[src/rtl/sram_image_packed_if.sv]
// Pixel access bus for sram_image_packed: request/write channel, clear pulse,
// and the registered read-return channel.
interface sram_image_packed_if #(
  parameter int PIXEL_DEPTH = 8,
  parameter int XW          = 4,
  parameter int YW          = 4
);
  logic                   req;
  logic                   we;
  logic [XW-1:0]          x_addr;
  logic [YW-1:0]          y_addr;
  logic [PIXEL_DEPTH-1:0] wdat;
  logic                   clr;
  logic                   ready;
  logic                   rvalid;
  logic [PIXEL_DEPTH-1:0] rdat;
  logic                   oob;

  modport master (
    output req, we, x_addr, y_addr, wdat, clr,
    input  ready, rvalid, rdat, oob
  );

  modport slave (
    input  req, we, x_addr, y_addr, wdat, clr,
    output ready, rvalid, rdat, oob
  );
endinterface

[src/rtl/sram_image_packed.sv]
// Packed-pixel image store: several pixels per storage word, single-cycle reads
// with a border policy, lane-merging writes and a word-at-a-time array clear.
module sram_image_packed #(
  parameter int                     PIXEL_DEPTH = 8,
  parameter int                     X_MAX       = 5,
  parameter int                     Y_MAX       = 5,
  parameter int                     WORD_WIDTH  = 32,
  parameter int                     BORDER_MODE = 0,
  parameter logic [PIXEL_DEPTH-1:0] BORDER_VAL  = '0
) (
  input logic                ramclk,
  input logic                rst,
  sram_image_packed_if.slave bus
);

  localparam int PX     = WORD_WIDTH / PIXEL_DEPTH;
  localparam int NPIX   = X_MAX * Y_MAX;
  localparam int NWORDS = (NPIX + PX - 1) / PX;
  localparam int XW     = $clog2(X_MAX) + 1;
  localparam int YW     = $clog2(Y_MAX) + 1;
  localparam int WW     = (NWORDS > 1) ? $clog2(NWORDS) : 1;
  localparam int LW     = (PX > 1) ? $clog2(PX) : 1;
  localparam int OFFW   = (WORD_WIDTH > 1) ? $clog2(WORD_WIDTH) : 1;

  localparam logic [XW-1:0]   X_LIM     = XW'(X_MAX);
  localparam logic [YW-1:0]   Y_LIM     = YW'(Y_MAX);
  localparam logic [XW-1:0]   X_LAST    = XW'(X_MAX - 1);
  localparam logic [YW-1:0]   Y_LAST    = YW'(Y_MAX - 1);
  localparam logic [WW-1:0]   LAST_WORD = WW'(NWORDS - 1);
  localparam logic [OFFW-1:0] PD_W      = OFFW'(PIXEL_DEPTH);

  typedef enum logic [1:0] {IDLE, RMW, CLEAR} state_t;

  state_t                 state;
  logic                   ready_q;
  logic                   rvalid_q;
  logic                   oob_q;
  logic [PIXEL_DEPTH-1:0] rdat_q;
  logic [WW-1:0]          clr_cnt;
  logic [WW-1:0]          wr_word;
  logic [LW-1:0]          wr_lane;
  logic [PIXEL_DEPTH-1:0] wr_dat;

  logic [WORD_WIDTH-1:0]  mem [NWORDS];

  logic                   in_bounds;
  logic [XW-1:0]          x_eff;
  logic [YW-1:0]          y_eff;
  logic [31:0]            lin;
  logic [WW-1:0]          acc_word;
  logic [LW-1:0]          acc_lane;
  logic [OFFW-1:0]        rd_off;
  logic [OFFW-1:0]        wr_off;
  logic [PIXEL_DEPTH-1:0] rd_pix;
  logic [PIXEL_DEPTH-1:0] rd_val;
  logic [WORD_WIDTH-1:0]  merged;

  // Out-of-range coordinates are clamped before addressing, so the storage
  // index is always legal; the border policy then decides what is returned.
  // NOTE: every always_comb output is assigned on all paths (defaults first)
  // so no latches are inferred.
  always_comb begin
    in_bounds = (bus.x_addr < X_LIM) && (bus.y_addr < Y_LIM);
    x_eff     = (bus.x_addr < X_LIM) ? bus.x_addr : X_LAST;
    y_eff     = (bus.y_addr < Y_LIM) ? bus.y_addr : Y_LAST;
    lin       = 32'(x_eff) + 32'(y_eff) * 32'(X_MAX);
    acc_word  = WW'(lin / 32'(PX));
    acc_lane  = LW'(lin % 32'(PX));
    rd_off    = OFFW'(acc_lane) * PD_W;
    rd_pix    = mem[acc_word][rd_off +: PIXEL_DEPTH];
    rd_val    = '0;
    if (in_bounds || BORDER_MODE == 1) begin
      rd_val = rd_pix;
    end else if (BORDER_MODE == 2) begin
      rd_val = BORDER_VAL;
    end
  end

  always_comb begin
    wr_off = OFFW'(wr_lane) * PD_W;
    merged = mem[wr_word];
    merged[wr_off +: PIXEL_DEPTH] = wr_dat;
  end

  // NOTE: sequential state uses non-blocking assignments only, so every
  // register samples pre-edge values regardless of block ordering.
  always_ff @(posedge ramclk or posedge rst) begin
    if (rst) begin
      state    <= IDLE;
      ready_q  <= 1'b1;
      rvalid_q <= 1'b0;
      oob_q    <= 1'b0;
      rdat_q   <= '0;
      clr_cnt  <= '0;
      wr_word  <= '0;
      wr_lane  <= '0;
      wr_dat   <= '0;
    end else begin
      rvalid_q <= 1'b0;
      oob_q    <= 1'b0;
      case (state)
        IDLE: begin
          if (bus.clr) begin
            state   <= CLEAR;
            ready_q <= 1'b0;
            clr_cnt <= '0;
          end else if (bus.req && ready_q) begin
            if (bus.we) begin
              // Out-of-bounds writes are silently dropped.
              if (in_bounds) begin
                state   <= RMW;
                ready_q <= 1'b0;
                wr_word <= acc_word;
                wr_lane <= acc_lane;
                wr_dat  <= bus.wdat;
              end
            end else begin
              rvalid_q <= 1'b1;
              oob_q    <= !in_bounds;
              rdat_q   <= rd_val;
            end
          end
        end
        RMW: begin
          state   <= IDLE;
          ready_q <= 1'b1;
        end
        CLEAR: begin
          if (clr_cnt == LAST_WORD) begin
            state   <= IDLE;
            ready_q <= 1'b1;
          end else begin
            clr_cnt <= clr_cnt + 1'b1;
          end
        end
        default: begin
          state   <= IDLE;
          ready_q <= 1'b1;
        end
      endcase
    end
  end

  // NOTE: the storage array is deliberately not reset; a reset asserted
  // mid-operation forces IDLE first, so no commit or clear write follows.
  always_ff @(posedge ramclk) begin
    if (state == RMW) begin
      mem[wr_word] <= merged;
    end else if (state == CLEAR) begin
      mem[clr_cnt] <= '0;
    end
  end

  assign bus.ready  = ready_q;
  assign bus.rvalid = rvalid_q;
  assign bus.oob    = oob_q;
  assign bus.rdat   = rdat_q;

endmodule

[src/flat_wrapper.sv]
// flat-port wrapper written by rule: the top's interface ports become plain ports
module sram_image_packed_flat 
#(
  parameter int                     PIXEL_DEPTH = 8,
  parameter int                     X_MAX       = 5,
  parameter int                     Y_MAX       = 5,
  parameter int                     WORD_WIDTH  = 32,
  parameter int                     BORDER_MODE = 0,
  parameter logic [PIXEL_DEPTH-1:0] BORDER_VAL  = '0
)
  (ramclk, rst, bus_req, bus_we, bus_x_addr, bus_y_addr, bus_wdat, bus_clr, bus_ready, bus_rvalid, bus_rdat, bus_oob);
  sram_image_packed_if #(.PIXEL_DEPTH(PIXEL_DEPTH), .XW(4), .YW(4)) bus_i ();
  input logic ramclk;
  input logic rst;
  input wire logic [$bits(bus_i.req)-1:0] bus_req;
  input wire logic [$bits(bus_i.we)-1:0] bus_we;
  input wire logic [$bits(bus_i.x_addr)-1:0] bus_x_addr;
  input wire logic [$bits(bus_i.y_addr)-1:0] bus_y_addr;
  input wire logic [$bits(bus_i.wdat)-1:0] bus_wdat;
  input wire logic [$bits(bus_i.clr)-1:0] bus_clr;
  output wire logic [$bits(bus_i.ready)-1:0] bus_ready;
  output wire logic [$bits(bus_i.rvalid)-1:0] bus_rvalid;
  output wire logic [$bits(bus_i.rdat)-1:0] bus_rdat;
  output wire logic [$bits(bus_i.oob)-1:0] bus_oob;
  assign bus_i.req = bus_req;
  assign bus_i.we = bus_we;
  assign bus_i.x_addr = bus_x_addr;
  assign bus_i.y_addr = bus_y_addr;
  assign bus_i.wdat = bus_wdat;
  assign bus_i.clr = bus_clr;
  assign bus_ready = bus_i.ready;
  assign bus_rvalid = bus_i.rvalid;
  assign bus_rdat = bus_i.rdat;
  assign bus_oob = bus_i.oob;
  sram_image_packed #(.PIXEL_DEPTH(PIXEL_DEPTH), .X_MAX(X_MAX), .Y_MAX(Y_MAX), .WORD_WIDTH(WORD_WIDTH), .BORDER_MODE(BORDER_MODE), .BORDER_VAL(BORDER_VAL)) u_core (.ramclk(ramclk), .rst(rst), .bus(bus_i));
endmodule
[config.mk]
export PLATFORM = sky130hd
export DESIGN_NAME = sram_image_packed_flat
export DESIGN_NICKNAME = d
export VERILOG_FILES = /design/src/rtl/sram_image_packed_if.sv /design/src/rtl/sram_image_packed.sv /design/src/flat_wrapper.sv
export SDC_FILE = /design/constraint.sdc
export NUM_CORES = 1
export LEC_CHECK = 0
export CORE_UTILIZATION = 25
export CTS_BUF_LIST = sky130_fd_sc_hd__clkbuf_8
export CTS_CLUSTER_SIZE = 40
export DETAILED_ROUTE_END_ITERATION = 7
export PLACE_DENSITY = 0.35
export SLEW_MARGIN = 10
export SYNTH_ARGS = -nofsm -noshare
export SYNTH_HDL_FRONTEND = slang
export SYNTH_SLANG_ARGS = --single-unit
[constraint.sdc]
create_clock -name ramclk -period 4.38 [get_ports ramclk]
set_input_delay 1.095 -clock ramclk [delete_from_list [all_inputs] [get_ports ramclk]]
set_output_delay 1.095 -clock ramclk [all_outputs]
set_load 0.03 [all_outputs]
Word level (Yosys, flattened, before mapping)

Memories as Yosys holds them, arrays and structs flattened.
Cells that the tools add are included.
Widths: inputs -> output; s select.

Register bits: 29
RAM bits: 224
Bits of input ports: 21
Output and inout port bits: 11
Word-level logic and storage cells: 75
Memories kept: 1

Add/subtract/negate cells: 3
Multipliers: 1
Order comparisons: 2
Equality and inequality tests: 9
Shift operators: 3
Mux-type cells: 35
Bitwise logic cells: 2
Reductions and logical operators: 10

Memories:

| name       | depth | bits a word | rd ports | clocked after memory_dff | write ports | line                    | source |
|---|---|---|---|---|---|---|---|
| u_core.mem | 7     | 32          | 2        | 0                        | 1           | sram_image_packed.sv:44 | `logic [WORD_WIDTH-1:0] mem [NWORDS];` |

Operators with widths:

| kind                   | count |
|---|---|
| $bwmux 32              | 1 |
| $mux 32                | 1 |
| $reduce_or 32->1       | 1 |
| $shift 8x7->32 const A | 1 |
| $shiftx 32x6->8        | 1 |
| $shiftx 8x7->32        | 1 |
| $mux 1                 | 19 |
| $mux 2                 | 5 |
| $mux 3                 | 3 |
| $lt 4x3->1 const B     | 2 |
| $mux 4                 | 2 |
| $mux 8                 | 1 |
| $reduce_and 4->1       | 2 |
| $neg 5->7              | 1 |
| $ne 3x2->1 const B     | 2 |
| $pmux 3 s2             | 1 |
| $add 4x5->5            | 1 |
| $mul 4x3->5 const B    | 1 |
| $reduce_and 5->1       | 1 |
| $ne 2x2->1 const B     | 2 |
| $pmux 2 s2             | 1 |
| $add 3x1->3 const B    | 1 |
| $eq 3x3->1 const B     | 1 |
| $ne 3x3->1 const B     | 1 |
| other kinds (10)       | 12 |

Longest topological paths before layout

Word-level depth: 7
Mapped depth: 14
Mapped depth without buffers: 11

Worst setup path after synthesis

No wires, ideal clock.

Path type: in2reg
From: in bus_x_addr[3]
To: reg u_core.rdat_q[6], in the netlist u_core.bus.rdat[6]
Library setup time: 137 ps
Data arrival time: 3961 ps
Data required time: 4243 ps
Path slack: 282 ps
Stages: 11
Path buffers: 2
Path through: or2_2 nor2_1 ha_1 ha_1 fa_1 buf_4 buf_4 mux4_2 mux2_2 a222oi_1 o31ai_1

Word-level cells in the longest chain between the ends: 6
Elaborated cells between the ends (all ways): 7
Those cells by class: add/sub: 1; order compare: 1; shift: 1; mux: 2; reduce/logical: 1; memory: 1

RTL lines:

| element                      | line                     | source |
|---|---|---|
| start: declaration           | flat_wrapper.sv:17       | `input wire logic [$bits(bus_i.x_addr)-1:0] bus_x_addr;` |
| $lt 4x3->1                   | sram_image_packed.sv:64  | `x_eff = (bus.x_addr < X_LIM) ? bus.x_addr : X_LAST;` |
| $mux 4                       | sram_image_packed.sv:64  |  |
| $add 4x5->5                  | sram_image_packed.sv:66  | `lin = 32'(x_eff) + 32'(y_eff) * 32'(X_MAX);` |
| named net u_core.acc_word[0] | sram_image_packed.sv:50  | `logic [WW-1:0] acc_word;` |
| $mem_v2 7x32                 | n/a                      |  |
| $shiftx 32x6->8              | sram_image_packed.sv:70  | `rd_pix = mem[acc_word][rd_off +: PIXEL_DEPTH];` |
| $mux 8                       | sram_image_packed.sv:72  | `if (in_bounds \|\| BORDER_MODE == 1) begin` |
| end signal: assignment       | sram_image_packed.sv:120 | `rdat_q <= rd_val;` |
| end: declaration             | sram_image_packed.sv:38  | `logic [PIXEL_DEPTH-1:0] rdat_q;` |

The timed path passes the listed nets, and every way through them passes these cells.
A chain may end at the register's enable or synchronous reset.

Final worst setup path

From: in bus_y_addr[3]
To: reg u_core.rdat_q[5], in the netlist u_core.bus.rdat[5]

Word-level cells in the longest chain between the ends: 7
Elaborated cells between the ends (all ways): 8
Those cells by class: add/sub: 1; mul: 1; order compare: 1; shift: 1; mux: 2; reduce/logical: 1; memory: 1

RTL lines:

| element                      | line                    | source |
|---|---|---|
| start: declaration           | flat_wrapper.sv:18      | `input wire logic [$bits(bus_i.y_addr)-1:0] bus_y_addr;` |
| $lt 4x3->1                   | sram_image_packed.sv:65 | `y_eff = (bus.y_addr < Y_LIM) ? bus.y_addr : Y_LAST;` |
| $mux 4                       | sram_image_packed.sv:65 |  |
| $mul 4x3->5                  | sram_image_packed.sv:66 |  |
| $add 4x5->5                  | sram_image_packed.sv:66 |  |
| named net u_core.acc_word[0] | sram_image_packed.sv:50 |  |
| $mem_v2 7x32                 | n/a                     |  |
| $shiftx 32x6->8              | sram_image_packed.sv:70 |  |
| $mux 8                       | sram_image_packed.sv:72 |  |

The timed path passes the listed nets, and every way through them passes these cells.

==> metrics list <==
- The flow ran to the end, and the final reports show no timing, DRC or antenna violations.
* Synth warnings: 0
* Slew at the pin closest to its max-slew limit: 1.18 ns
- Counting flops and latches in the post-synthesis netlist gives 253.
- Maximum buffer depth of the clock tree: 3
- During I/O placement, the number of pins put on the boundary was 32.
* Routed wire length per instance: 23.6 µm
- After synthesis, the share of flip-flops with an asynchronous set or reset is 11.5%.
* Mean instance size in the synthesized netlist: 14.2 µm²
* Area after detailed placement: 14300 µm²
- Post-layout utilization of the core: 31.2%
* Area of the mapped netlist: 12500 µm²
- The number of slew-limit violations in the final report was 0.
- Starting density of the core: 25.5%
- DIE AREA: 51100 µm²
- The clock period could shrink to 4.31 ns.
* Maximum level of the CTS H-tree: 2
* Rows: 81
- Vias/cell: 4.72
- CP Capture Type: register
* Number of synthesized flops with an enable pin: 224
- The via count of the first global-routing pass came to 8372.
- Number of clock buffers inserted by TritonCTS: 48
* Number of setup violations in the final report: 0
- Detailed Route Iter0 Violations: 556
- In the routed design, unresolved DRC markers number 0.
- In this run, post-CTS hold repair placed 0 buffers.
- Synthesized netlist net count: 922
* First drt pass iteration count: 5
- TritonCTS built the clock tree.
- Wires add up to 40.0 mm.
- STA classifies the critical path startpoint as an input pin.
* Antenna Violating Nets Remaining: 0
- The final critical path takes up 98.4% of the cycle.
* Syn-to-layout area delta: 22.6%
- The most used flip-flop cell after synthesis is edfxtp_1.
* Net count reported at finish: 1040
- Final GP Congestion: 0.712
* Largest net degree at the start of global routing: 62
- Hold is met by 0.503 ns.
* Global-route wire length before repair: 58.4 mm
- After synthesis, flip-flops and latches occupy 59.4% of the total area.
- Overflow after GRT: 0
- The core region is 49300 µm².
- The worst hold path belongs to the class register to register.
- Endpoints failing hold: 0
- Number of antenna violations at the first check in global routing: 1
- Summed over all cells, the static leakage comes to 5.30 nW.
* Final setup skew: 0.0206 ns
- The worst-case IR drop observed on VDD is 0.197 mV.
* Gate count after technology mapping: 883
- Clock insertion delay at the later pin of the skew report: 0.61 ns
- Hold Crit Depth: 1
* Required time of the worst setup path: 4.86 ns
* Buffers on Ports: 31
- R2r worst-path depth: 7
- Clock-pin slew was measured on the worst setup and hold paths at 0.06 ns.
* Count of distinct cell types in the synthesized netlist: 51
- The die is 226 µm tall.
- Across the run, the number of max-cap violations was 0.
* Total routing resource utilization after global routing: 16.1%
- Once detailed placement completed, the half-perimeter wirelength came to 23.7 mm.
* Setup repair after global routing missed its margin: no
- CP Data Arrival Time: 4.78 ns
- In this run the horizontal extent of the chip is 226 µm.
- Vias post-DR: 8026
- Clock sinks: 253
* Power per cell area: 580 nW/µm²
* Final standard cell area without fillers: 15400 µm²
* Largest fanout on the critical path: 8
- Root Driver: clkbuf_8
* Fraction of final layout cells with drive strength greater than 1: 26.0%
* Timing-limited maximum frequency: 232 MHz
- Headroom to the max-slew limit came out at 21.0%.
- Type of the setup path with the least slack: input pin to register
==> cells in the mapped netlist (2+ instances only) <==
master,n,share of area [%]
edfxtp_1,224,54
dfrtp_1,28,5.6
and2_1,4,0.20
ha_1,16,1.6
a21o_1,2,0.12
mux2i_1,100,8.0
o31ai_1,8,0.48
nand3b_1,2,0.12
buf_4,7,0.42
a222oi_1,7,0.56
buf_6,3,0.27
clkbuf_1,23,0.69
fa_1,2,0.32
or3_1,2,0.10
nor3_1,5,0.20
buf_1,8,0.24
or2_2,2,0.10
mux2_2,24,2.2
buf_2,16,0.64
nand3_1,2,0.080
a21oi_1,54,2.2
a211oi_1,16,0.96
o21ai_0,64,2.6
inv_1,13,0.39
nand2_1,66,2.0
nor2_1,97,2.9
mux4_2,64,11
==> cells by family after synthesis <==
logic type,after synthesis,share of synthesized area (%)
buf+inv,71,2.68
xor+xnor,5,0.708
flops,253,59.4
simple gates,188,6.17
fa+ha+maj,18,1.91
compound gates,158,7.35
mux,189,21.7
other cells,1,0.0299
==> where the power goes <==
part | internal [mW] | leakage, nW | switching (mW)
Clock | 1.21 | 0.519 | 1.06
Combinational | 1.28 | 2.34 | 1.72
Sequential | 3.33 | 2.45 | 0.321
==> state kept, by name, summed over array words and instances, names as in the netlist <==
register           flops
u_core.bus.oob         1
u_core.bus.rdat        8
u_core.bus.ready       1
u_core.bus.rvalid      1
u_core.clr_cnt         3
u_core.mem           224
u_core.state           2
u_core.wr_dat          8
u_core.wr_lane         2
u_core.wr_word         3
==> metrics by stage <==
step / power (mW) / instances / worst slack (ns) / setup TNS [ns]
6_report: 8.92 / 1699 / 0.0710 / 0
5_1_grt: 9.45 / 1699 / 0.00563 / 0
4_1_cts: 9.01 / 1681 / 0.0459 / 0
3_5_place_dp: 6.68 / 1598 / -0.612 / -4.28
3_3_place_gp: 6.71 / 1598 / -0.611 / -4.06
2_1_floorplan: 5.43 / 883 / 0.282 / 0
==> path summary, 6_finish.rpt <==
check / from / to / slack (ns)
worst min register to register: u_core.state[0]$_DFFE_PP0P_ / u_core.state[0]$_DFFE_PP0P_ / 0.50
min in group asynchronous: rst / u_core.clr_cnt[1]$_DFFE_PP0P_ / 1.10
max in group asynchronous: rst / u_core.wr_dat[1]$_DFFE_PP0P_ / 2.40
worst max-delay path: bus_y_addr[3] / u_core.bus.rdat[5]$_DFFE_PP0P_ / 0.07
worst min-delay path: u_core.state[0]$_DFFE_PP0P_ / u_core.state[0]$_DFFE_PP0P_ / 0.50
worst max register to register: u_core.wr_lane[1]$_DFFE_PP0P_ / u_core.mem[1][8]$_DFFE_PP_ / 1.33
==> placed cells by master (no fill, tap or decap), types with 3 or more instances in the layout <==
cell type and n:
a211oi_1 16, a21oi_1 53, a222oi_1 7, and2_1 3, buf_12 18, buf_4 76
bufinv_16 3, clkbuf_8 49, clkdlybuf4s50_1 31, clkinv_1 7, clkinv_2 6, dfrtp_1 25
edfxtp_1 224, ha_1 14, inv_1 29, mux2_2 24, mux2i_1 99, mux4_2 64
nand2_1 66, nor2_1 91, nor2_4 7, nor3_1 5, o21ai_0 64, o31ai_1 8
==> layer usage <==
metal,up-vias,share of wire (%),track usage [%],routed length (µm)
li1,3640,-,-,-
met5,-,0,0,0
met4,0,2.0,4.29,790
met2,196,47,25.8,18700
met3,61,5.2,3.28,2090
met1,4129,46,22.0,18500
==> worst max-delay path, stage by stage <==
cell and delay (ns):
clkdlybuf4s50_1 0.54, nor2_4 0.06, and2_4 0.16, ha_1 0.31
ha_4 0.26, fa_4 0.89, buf_12 0.17, buf_12 0.16
mux4_2 0.54, mux2i_2 0.18, o31ai_1 0.08, or3_1 0.34
==> final cells by class <==
cell class,instances,area (µm²)
diodes,1,2.50
clock buffers,49,674
clock inverters,34,223
fillers,4991,33900
inverters,13,48.8
multi-input cells,559,4880
flip-flops and latches,253,7460
well taps,664,831
repair buffers,126,1270
==> timing repair <==
action                                  4_1_cts  5_1_grt
buffers inserted                              0       16
endpoints found under the setup margin        0        4
resized for setup                             0        4
Power figures use the tool's default switching activity.
